[src/rtl/fdtd_ez_update_ctrl.sv]
// fdtd_ez_update_ctrl: streams one Ez update sweep over a 1-D FDTD grid.
// Reads Hy/Ez one cell per cycle, feeds the downstream calc stage, realigns
// the calc result to its cell address through a latency-matched valid/address
// pipeline and writes Ez back with a PEC zero at cell 0.
// Optional feature macro: FDTD_EZ_SRC_EN adds a soft source injected at one
// cell (src_en_i / src_addr_i / src_val_i, sampled with start_i).
module fdtd_ez_update_ctrl #(
  parameter int unsigned FDTD_DATA_WIDTH = 32,
  parameter int unsigned ADDR_WIDTH      = 10,
  parameter int unsigned CALC_LATENCY    = 5
) (
  input  logic                              CLK,
  input  logic                              RST_N,
  input  logic                              start_i,
  input  logic [ADDR_WIDTH-1:0]             n_cells_i,
  output logic                              busy_o,
  output logic                              done_o,
  output logic                              hy_rd_en_o,
  output logic                              ez_rd_en_o,
  output logic [ADDR_WIDTH-1:0]             rd_addr_o,
  input  logic [FDTD_DATA_WIDTH-1:0]        hy_rd_data_i,
  input  logic [FDTD_DATA_WIDTH-1:0]        ez_rd_data_i,
  output logic signed [FDTD_DATA_WIDTH-1:0] Hy_old_o,
  output logic signed [FDTD_DATA_WIDTH-1:0] Ez_old_o,
  output logic                              clken_o,
  input  logic signed [FDTD_DATA_WIDTH-1:0] Ez_n_i,
  output logic                              ez_wr_en_o,
  output logic [ADDR_WIDTH-1:0]             ez_wr_addr_o,
  output logic [FDTD_DATA_WIDTH-1:0]        ez_wr_data_o
`ifdef FDTD_EZ_SRC_EN
  ,
  input  logic                              src_en_i,
  input  logic [ADDR_WIDTH-1:0]             src_addr_i,
  input  logic signed [FDTD_DATA_WIDTH-1:0] src_val_i
`endif
);

  // Read issue + read latency + operand register + calc latency.
  localparam int unsigned LAT = CALC_LATENCY + 2;

  typedef enum logic [1:0] {
    S_IDLE   = 2'd0,
    S_STREAM = 2'd1,
    S_DRAIN  = 2'd2,
    S_DONE   = 2'd3
  } state_t;

  state_t                  state_q, state_d;
  logic [ADDR_WIDTH-1:0]   k_d;
  logic [ADDR_WIDTH-1:0]   n_q, n_d;
  logic                    rd_en_d;
  logic                    busy_d, done_d, clken_d;
  logic                    accept;

  logic                    cap_q;
  logic [LAT-1:0]          pv_q;
  logic [ADDR_WIDTH-1:0]   pa_q [LAT];
  logic                    pipe_empty;
  logic signed [FDTD_DATA_WIDTH-1:0] wr_data_c;

`ifdef FDTD_EZ_SRC_EN
  logic                              src_en_q;
  logic [ADDR_WIDTH-1:0]             src_addr_q;
  logic signed [FDTD_DATA_WIDTH-1:0] src_val_q;
`endif

  // Only the output stage may still be valid when the sweep is allowed to finish.
  assign pipe_empty = ~|pv_q[LAT-2:0];

  // Next-state and next-output decode.
  always_comb begin
    state_d = state_q;
    k_d     = rd_addr_o;
    n_d     = n_q;
    rd_en_d = 1'b0;
    busy_d  = 1'b0;
    done_d  = 1'b0;
    clken_d = 1'b0;
    accept  = 1'b0;
    case (state_q)
      S_IDLE: begin
        if (start_i) begin
          accept = 1'b1;
          busy_d = 1'b1;
          if (n_cells_i == '0) begin
            state_d = S_DONE;
            done_d  = 1'b1;
          end else begin
            state_d = S_STREAM;
            n_d     = n_cells_i;
            k_d     = '0;
            rd_en_d = 1'b1;
            clken_d = 1'b1;
          end
        end
      end
      S_STREAM: begin
        busy_d  = 1'b1;
        clken_d = 1'b1;
        if (rd_addr_o == n_q - ADDR_WIDTH'(1)) begin
          state_d = S_DRAIN;
          k_d     = '0;
        end else begin
          k_d     = rd_addr_o + ADDR_WIDTH'(1);
          rd_en_d = 1'b1;
        end
      end
      S_DRAIN: begin
        if (pipe_empty) begin
          state_d = S_DONE;
          done_d  = 1'b1;
        end else begin
          busy_d  = 1'b1;
          clken_d = 1'b1;
        end
      end
      S_DONE: begin
        state_d = S_IDLE;
      end
      default: begin
        state_d = S_IDLE;
      end
    endcase
  end

  // Control state and registered control outputs.
  always_ff @(posedge CLK or negedge RST_N) begin
    if (!RST_N) begin
      state_q    <= S_IDLE;
      rd_addr_o  <= '0;
      n_q        <= '0;
      hy_rd_en_o <= 1'b0;
      ez_rd_en_o <= 1'b0;
      busy_o     <= 1'b0;
      done_o     <= 1'b0;
      clken_o    <= 1'b0;
    end else begin
      state_q    <= state_d;
      rd_addr_o  <= k_d;
      n_q        <= n_d;
      hy_rd_en_o <= rd_en_d;
      ez_rd_en_o <= rd_en_d;
      busy_o     <= busy_d;
      done_o     <= done_d;
      clken_o    <= clken_d;
    end
  end

`ifdef FDTD_EZ_SRC_EN
  // Source configuration captured when a sweep is accepted.
  always_ff @(posedge CLK or negedge RST_N) begin
    if (!RST_N) begin
      src_en_q   <= 1'b0;
      src_addr_q <= '0;
      src_val_q  <= '0;
    end else if (accept) begin
      src_en_q   <= src_en_i;
      src_addr_q <= src_addr_i;
      src_val_q  <= src_val_i;
    end
  end
`endif

  // Operand capture and the (valid, address) alignment pipeline.
  always_ff @(posedge CLK or negedge RST_N) begin
    if (!RST_N) begin
      cap_q    <= 1'b0;
      Hy_old_o <= '0;
      Ez_old_o <= '0;
      pv_q     <= '0;
      for (int i = 0; i < int'(LAT); i++) pa_q[i] <= '0;
    end else begin
      cap_q <= hy_rd_en_o;
      if (cap_q) begin
        Hy_old_o <= $signed(hy_rd_data_i);
        Ez_old_o <= $signed(ez_rd_data_i);
      end
      pv_q    <= {pv_q[LAT-2:0], hy_rd_en_o};
      pa_q[0] <= rd_addr_o;
      for (int i = 1; i < int'(LAT); i++) pa_q[i] <= pa_q[i-1];
    end
  end

  assign ez_wr_en_o   = pv_q[LAT-1];
  assign ez_wr_addr_o = pa_q[LAT-1];

  // Write data: calc result passes straight through, with the PEC zero at cell 0.
  always_comb begin
    wr_data_c = Ez_n_i;
`ifdef FDTD_EZ_SRC_EN
    if (src_en_q && (ez_wr_addr_o == src_addr_q)) wr_data_c = Ez_n_i + src_val_q;
`endif
    if (!ez_wr_en_o || (ez_wr_addr_o == '0)) wr_data_c = '0;
  end

  assign ez_wr_data_o = wr_data_c;

endmodule

[config.mk]
export PLATFORM = sky130hd
export DESIGN_NAME = fdtd_ez_update_ctrl
export DESIGN_NICKNAME = d
export VERILOG_FILES = /design/src/rtl/fdtd_ez_update_ctrl.sv
export SDC_FILE = /design/constraint.sdc
export NUM_CORES = 1
export LEC_CHECK = 0
export CORE_MARGIN = 4
export CORE_UTILIZATION = 50
export CTS_CLUSTER_DIAMETER = 50
export DETAILED_ROUTE_END_ITERATION = 7
export DONT_BUFFER_PORTS = 1
export GPL_TIMING_DRIVEN = 0
export PLACE_DENSITY = 0.68
export SYNTH_ARGS = -nofsm -noshare
export SYNTH_HDL_FRONTEND = slang
export SYNTH_SLANG_ARGS = --single-unit
[constraint.sdc]
create_clock -name CLK -period 2.21 [get_ports CLK]
set_input_delay 0.221 -clock CLK [delete_from_list [all_inputs] [get_ports CLK]]
set_output_delay 0.221 -clock CLK [all_outputs]
set_load 0.05 [all_outputs]
## Word level (Yosys, flattened, before mapping)

Cells that the tools add are included.

| storage, ports and cells | value |
|---|---|
| logic and storage cells | 61 |
| input bits | 109 |
| flip-flop bits (word level) | 168 |
| output and inout bits | 122 |

| operators by class | value |
|---|---|
| equality and inequality tests | 8 |
| add/sub/neg operators | 2 |
| reductions and logical operators | 10 |
| multiplexer cells | 22 |
| bitwise gates (word level) | 1 |

Operators by type and width:

| kind | number |
|---|---|
| two-way mux 32 bit | 1 |
| two-way mux 10 bit | 3 |
| zero test 10 bit | 2 |
| case mux 10 bit (2 select lines) | 1 |
| adder 10 x 1 -> 10 bit, second input constant | 1 |
| == test 10 bit | 1 |
| subtractor 10 x 1 -> 10 bit, second input constant | 1 |
| AND reduction 3 bit | 3 |
| two-way mux 1 bit | 8 |
| two-way mux 2 bit | 4 |
| inequality test 2 bit, second input constant | 4 |
| case mux 2 bit (4 select lines) | 1 |
| case mux 1 bit (3 select lines) | 2 |
| OR reduction 6 bit | 1 |
| == test 2 bit, second input constant | 2 |
| case mux 1 bit (2 select lines) | 2 |
| == test 2 x 1 -> 1 bit, second input constant | 1 |
| zero test 2 bit | 1 |
| nonzero test 2 bit | 1 |
| zero test 1 bit | 1 |
| logical OR 1 bit | 1 |
| inverter 1 bit | 1 |

## Logic depth before layout (Yosys ltp)

Gate-level depths: netlist of run 1.

| depth | value |
|---|---|
| depth after elaboration | 4 |
| gate-level depth with buffers | 9 |

## Least setup slack after synthesis of run 1

No wires, ideal clock.

| timing path | value |
|---|---|
| path type | reg-to-reg |
| start point | reg rd_addr_o[3] |
| end point | reg state_q[1] |
| library setup time | 69 ps |
| period minus slack after synthesis | 2337 ps |
| setup slack | -127 ps |
| arrival | 2268 ps |
| stages on the path, launching flop included | 8 |
| required time | 2141 ps |
| cells stage by stage | dfrtp_1 > buf_2 > xnor2_1 > xnor2_1 > a2111oi_4 > o2111ai_2 > or4_1 > nand3_1 |

| between the ends | value |
|---|---|
| cells in the longest elaborated chain, start to end | 3 |

RTL lines:

| item | RTL line | source |
|---|---|---|
| start, declared | 20 | `output logic [ADDR_WIDTH-1:0] rd_addr_o,` |
| start signal, assigned | 139 | `rd_addr_o <= k_d;` |
| == test 10 bit | 100 | `if (rd_addr_o == n_q - ADDR_WIDTH'(1)) begin` |
| inequality test 2 bit (no line) | n/a |  |
| AND reduction 3 bit (no line) | n/a |  |
| end signal, assigned | 138 | `state_q <= state_d;` |
| end, declared | 48 | `state_t state_q, state_d;` |

No other way between the ends.
A chain may end at the register's enable or synchronous reset.

## Worst setup path in the final report of run 1

| timing path | value |
|---|---|
| start point | reg rd_addr_o[5] |
| end point | reg state_q[1] |

The elaborated chain is that of the path after synthesis.

==> results of run 1 <==
-- what timing repair did --
action                                 CTS  global route
setup endpoints to repair               50            48
pin swaps                                5             2
endpoints found under the hold margin  241           167
setup buffers                            5             3
resized for setup                       71            23
-- per-stage QoR --
step / area, um2 / hold WS, ps / setup slack, ps
final: 8190 / -508 / -64.9
after global routing: 8190 / -535 / -129
after CTS: 8110 / -526 / -43.9
after detailed placement: 6540 / -69.8 / -383
after global placement: 6540 / -70.3 / -324
after floorplan: 6330 / -74.6 / 89.4
-- logic make-up after synthesis --
kind of cell    after synthesis  share of synthesized area [%]
compound gates               49                           5.50
xor+xnor                      9                           1.25
fa+ha+maj                     6                           1.19
buf+inv                      37                           2.99
flops                       167                           66.1
mux                          75                           13.3
simple gates                107                           9.64
-- worst max-delay path, delay by kind of cell (launching register included) --
| kind | cells | cell delay [ps] |
|---|---|---|
| xor gates and xnor gates | 1 | 200 |
| and+or+nand+nor | 2 | 620 |
| AOI/OAI and AO/OA | 3 | 800 |
| DFF | 1 | 590 |
-- per-layer routing --
metal / vias up / global-route usage [%]
met5: - / 0
li1: 1770 / -
met1: 1954 / 19.8
met2: 196 / 37.2
met3: 55 / 8.79
met4: 0 / 12.3
-- registers in the layout, indices dropped and copies added (netlist names) --
name / flops
busy_o: 1
pv_q: 7
pa_q: 60
rd_addr_o: 10
done_o: 1
Ez_old_o: 32
Hy_old_o: 32
n_q: 10
state_q: 2
clken_o: 1
ez_rd_en_o: 1
ez_wr_addr_o: 10
-- cell usage in the layout (no fill, tap or decap), types with 3 or more instances in the layout --
master and count:
a21oi_1 4, a22oi_1 8, and2_1 3, and2_2 8, and2_4 22, buf_4 19, bufinv_16 3, clkbuf_1 10
clkbuf_16 17, clkbuf_2 6, clkinv_4 3, dfrtp_1 156, dfrtp_2 10, diode_2 3, dlygate4sd3_1 75, ha_1 5
inv_1 9, mux2_2 72, mux2i_1 3, nand2_1 15, nand3_1 7, nand4_1 3, nor2_1 16, nor2b_1 5
nor3_1 6, nor4_1 3, o21ai_0 15, o31ai_1 4, or2_2 3, xnor2_1 6
-- power groups by stage --
stage,sequential [uW],clock [uW],combinational (uW)
after global routing,7290,3240,3860
after global placement,7170,0,2950
final,7180,3040,3610
after detailed placement,7200,0,3060
after CTS,7160,3090,3470
after floorplan,6900,0,2680
-- how the worst max path moves through the flow --
stage	start	endpoint	cells after the start
after floorplan	n_q[0]	rd_addr_o[0]	8
after global placement	rd_addr_o[3]	rd_addr_o[4]	7
after detailed placement	rd_addr_o[3]	rd_addr_o[4]	7
after CTS	rd_addr_o[5]	state_q[1]	6
after global routing	rd_addr_o[5]	state_q[1]	6
final	rd_addr_o[5]	state_q[1]	6
-- cell type report --
type	instances	share of cell area (%)
diodes	3	0.0916
plain buffers	28	2.14
inverters	9	0.412
clock inverters	12	2.03
clock buffers	20	5.45
multi-input cells	246	26.3
well taps	168	2.57
repair buffers	83	9.85
flip-flops and latches	167	51.2
==> impl_metrics.json, run 1 <==
{
  "io_pins": 231,
  "rsz0062_at_grt": "true",
  "yosysTopAreaCell": "dfrtp_1",
  "cp.arrival_ps": 2630,
  "die_area_mm2": 0.0145,
  "yosys-top-cells-count": "dfrtp_1 (167), mux2_2 (72), and2_1 (33)",
  "syn-cell-area_mm2": 0.00632,
  "tns_ps": -159,
  "die-width_um": 120,
  "vias": 3975,
  "yosys_warnings": 0,
  "seq_power_share_pct": 51.9,
  "crit_chain": "xor2_2 -> a21o_2 -> a2111oi_4 -> o2111ai_4 -> or4_1 -> nand3_1",
  "p_int_uw": 7440,
  "worst-path-max-fanout": 6,
  "core_area_mm2": 0.0122,
  "multi_input_area_mm2": 0.00215,
  "grt_use_total_pct": 20.8,
  "combPwrFrac_pct": 26.1,
  "power_switching_uw": 6380,
  "instances_no_fill": 736,
  "synthMostInstantiatedCell": "dfrtp_1",
  "max_freq_ghz": 0.440,
  "synth_flop_cell": "dfrtp_1",
  "first_pass_iters": 5,
  "setup_ws_ps": -64.9,
  "crit_type": "flop to flop",
  "startpoint_type": "flop",
  "worst_path_max_delay_cell": "dfrtp_4",
  "holdWs_ps": -508,
  "cp.required_ps": 2570,
  "fin_nets": 667,
  "clkLatencyLatePin_ps": 430,
  "drc": 0,
  "finalWirelength_um": 15200,
  "synth_cell_types": 49,
  "clk_path_buf_depth": 2,
  "met1_length_um": 4710,
  "area_growth_pct": 29.7,
  "wl_per_cell_um": 20.6,
  "r2r_cells": 6,
  "hold_path.class": "primary input to asynchronous set/reset pin",
  "final.min_clock_period_ps": 2270,
  "grt_pass1_wl_um": 22700,
  "cpPeakStageDelay_ps": 590,
  "synth_edf_count": 0,
  "grt_pass1_vias": 4172,
  "h-tree-depth": 4,
  "leakagePower_uw": 0.00363,
  "finalCritPeriodShare_pct": 103,
  "ir_drop_uv": 1020,
  "path_clk_slew_ps": 60,
  "r2r_slack_ps": -60,
  "switching_share_pct": 46.2,
  "syn-num-nets": 565,
  "r2r-start": "rd_addr_o[5]",
  "ys_async_sr_fraction_pct": 100,
  "layout-drive-gt1-share_pct": 34.3,
  "overflow": 0,
  "grt_max_degree": 168,
  "root_buffer": "clkbuf_16",
  "synth.top_cell.area_share_pct": 66.1,
  "cts_tree": "yes",
  "start_util_pct": 51.8,
  "final_antenna_net_count": 0,
  "die_h_um": 120,
  "p_per_area_mw_per_mm2": 1690,
  "synth_cells": 450,
  "top_layer": "met4",
  "worstReg2RegEnd": "state_q[1]",
  "synth_area_leaders": "dfrtp_1 (66%), mux2_2 (13%), and2_1 (3.3%)",
  "wl_met2_um": 8180,
  "n_fill_cell": 875,
  "ys_seq_area_share_pct": 66.1,
  "dr_wl_met3_um": 1360,
  "hold_buffers": 75,
  "num_rows": 40,
  "endpoint_kind": "flop",
  "synth_seq_cells": 167,
  "setup_viol": 8,
  "vias_per_cell": 5.40,
  "status": "finished, violations left",
  "violations": "negative hold slack, negative setup slack",
  "total_power_uw": 13800,
  "drt_iter0_markers": 203,
  "dp.cells": 618,
  "place_congestion": 0.800,
  "power.share.clock_pct": 22.0,
  "maxSlewViolCount": 0,
  "dp_hpwl_um": 9580,
  "cts_buffers": 17,
  "seq_area_mm2": 0.00420,
  "skew_ps": 10.7,
  "numClockSinks": 167,
  "hold_violations": 167,
  "slew-limit-headroom_pct": 41.6,
  "final_util_pct": 67.1,
  "antenna_found_initial": 3,
  "syn_avg_cell_area_um2": 14.0,
  "io_buffers": 0,
  "cap_violations": 0,
  "worst_pin_slew_ps": 868
}
(Power assumes the default switching activity.)
==> run 2, diff against run 1 <==
Settings changed: CTS_CLUSTER_DIAMETER 50 to 200.
==> results of run 2 <==
No change in the layout: final DEF, timing and power equal those of run 1.
==> run 3, diff against run 2 <==
==> constraint.sdc (replaced) <==
create_clock -name CLK -period 2.21 [get_ports CLK]
set_input_delay 0.663 -clock CLK [delete_from_list [all_inputs] [get_ports CLK]]
set_output_delay 0.663 -clock CLK [all_outputs]
set_load 0.05 [all_outputs]
==> impl_metrics.json, run 3 (synthesis results as in run 1) <==
{
  "grt_use_total_pct": 18.5,
  "antenna_found_initial": 1,
  "die_area_mm2": 0.0145,
  "status": "finished, violations left",
  "first_pass_iters": 4,
  "path_buf_inv": 2,
  "dp.cells": 618,
  "largestRegisters": "pa_q (60), Ez_old_o (32), Hy_old_o (32)",
  "instances_no_fill": 660,
  "layout-drive-gt1-share_pct": 41.8,
  "skew_ps": 5.56,
  "root_buffer": "clkbuf_16",
  "r2r_cells": 8,
  "startpoint_type": "flop",
  "cap_violations": 0,
  "dp_hpwl_um": 9680,
  "vias": 3597,
  "max_freq_ghz": 0.411,
  "grt_pass1_vias": 3892,
  "core_area_mm2": 0.0122,
  "setup_viol": 41,
  "fin_nets": 593,
  "rsz0062_at_grt": "true",
  "overflow": 0,
  "vias_per_cell": 5.45,
  "worst_path_max_delay_cell": "dfrtp_2",
  "layout_common_cells": "dfrtp_1 (158), mux2_2 (72), and2_4 (30)",
  "cts_tree": "yes",
  "finalWirelength_um": 13500,
  "drt_iter0_markers": 159,
  "finalCritPeriodShare_pct": 110,
  "final_antenna_net_count": 0,
  "clkLatencyLatePin_ps": 420,
  "place_congestion": 0.823,
  "cp.required_ps": 1550,
  "io_pins": 231,
  "die-width_um": 120,
  "cts_buffers": 17,
  "path_clk_slew_ps": 70,
  "critical_path.startpoint": "pv_q[6]",
  "endpoint_kind": "primary output",
  "path_depth": 4,
  "worstReg2RegEnd": "rd_addr_o[8]",
  "wl_per_cell_um": 20.4,
  "holdWs_ps": -61.7,
  "r2r_slack_ps": -100,
  "crit_type": "flop to primary output",
  "slew-limit-headroom_pct": 53.9,
  "largest_register_ffs": 60,
  "h-tree-depth": 4,
  "numClockSinks": 167,
  "cpPeakStageDelay_ps": 550,
  "area_growth_pct": 18.9,
  "leakagePower_uw": 0.00331,
  "drc": 0,
  "num_rows": 40,
  "final_common_cell": "dfrtp_1",
  "maxSlewViolCount": 0,
  "r2r-start": "rd_addr_o[5]",
  "setup_ws_ps": -220,
  "worst_pin_slew_ps": 692,
  "final_area_mm2": 0.00751,
  "cp.arrival_ps": 1770,
  "ir_drop_uv": 1040,
  "largest-register": "pa_q",
  "io_buffers": 0,
  "worst-path-max-fanout": 10,
  "hold_path.class": "primary input to asynchronous set/reset pin",
  "final.min_clock_period_ps": 2430,
  "cp-endpoint": "ez_wr_data_o[10]",
  "start_util_pct": 51.8,
  "clk_path_buf_depth": 2,
  "crit_family": "flip-flops",
  "postPlaceCellArea_mm2": 0.00657,
  "crit_chain": "inv_2 -> a31oi_4 -> clkbuf_8 -> and2_4",
  "p_per_area_mw_per_mm2": 1790,
  "hold_violations": 167,
  "grt_pass1_wl_um": 20300,
  "die_h_um": 120,
  "violations": "negative hold slack, negative setup slack",
  "grt_max_degree": 168
}
-- run 3: cell types whose count changed in the layout (fill, tap and decap cells not counted), moves of 4 or more --
cell	before	now
and2_2	8	2
dlygate4sd3_1	75	0
buf_4	19	15
clkinvlp_4	0	4
buf_6	1	5
inv_6	2	6
and2_4	22	30
nor2_1	16	11
nor2_2	1	6
-- run 3: per-stage QoR --
| step | total power [uW] | worst slack (ps) | util (%) | hold WS (ps) | TNS [ps] |
|---|---|---|---|---|---|
| 6_report | 13500 | -220 | 61.5 | -61.7 | -7250 |
| 5_1_grt | 14100 | -326 | 61.5 | -92.1 | -11370 |
| 4_1_cts | 13500 | -271 | 60.7 | -82.7 | -8240 |
| 3_5_place_dp | 10300 | -611 | 53.8 | 335 | -14020 |
| 3_3_place_gp | 10200 | -536 | 53.8 | 331 | -11710 |
| 2_1_floorplan | 9610 | -48.3 | - | 331 | -48.3 |
-- run 3: report_power, final --
group          internal, uW  switching [uW]
sequential             3980            3190
combinational          1630            1920
clock                  1490            1280
total                  7100            6390
-- run 3: layer usage --
metal | track usage [%] | wire (um) | share of wire (%)
met3 | 7.53 | 1120 | 8.3
met4 | 8.22 | 362 | 2.7
met2 | 33.9 | 7510 | 56
met5 | 0 | 0 | 0
met1 | 18.1 | 4500 | 33
-- run 3: cell type report --
cell class	count	area (um2)
diodes	1	2.50
plain buffers	28	201
clock buffers	18	429
clock inverters	14	133
fillers	967	4700
inverters	9	33.8
multi-input cells	246	2230
flip-flops and latches	167	4190
well taps	168	210
repair buffers	9	85.1
-- run 3: worst min path at each step --
stage	end	slack, ps
finish	Ez_old_o[4]	-60
global placement	pa_q[13]	330
global route	Ez_old_o[30]	-90
floorplan	ez_wr_addr_o[0]	330
CTS	Ez_old_o[4]	-80
detailed placement	ez_wr_addr_o[4]	330
-- run 3: repair_timing --
item / CTS / global route
setup buffers: 7 / 1
setup endpoints to repair: 51 / 45
gates cloned: 1 / 0
gates resized for setup: 76 / 21
endpoints found under the hold margin: 167 / 167
pin swaps: 9 / 13
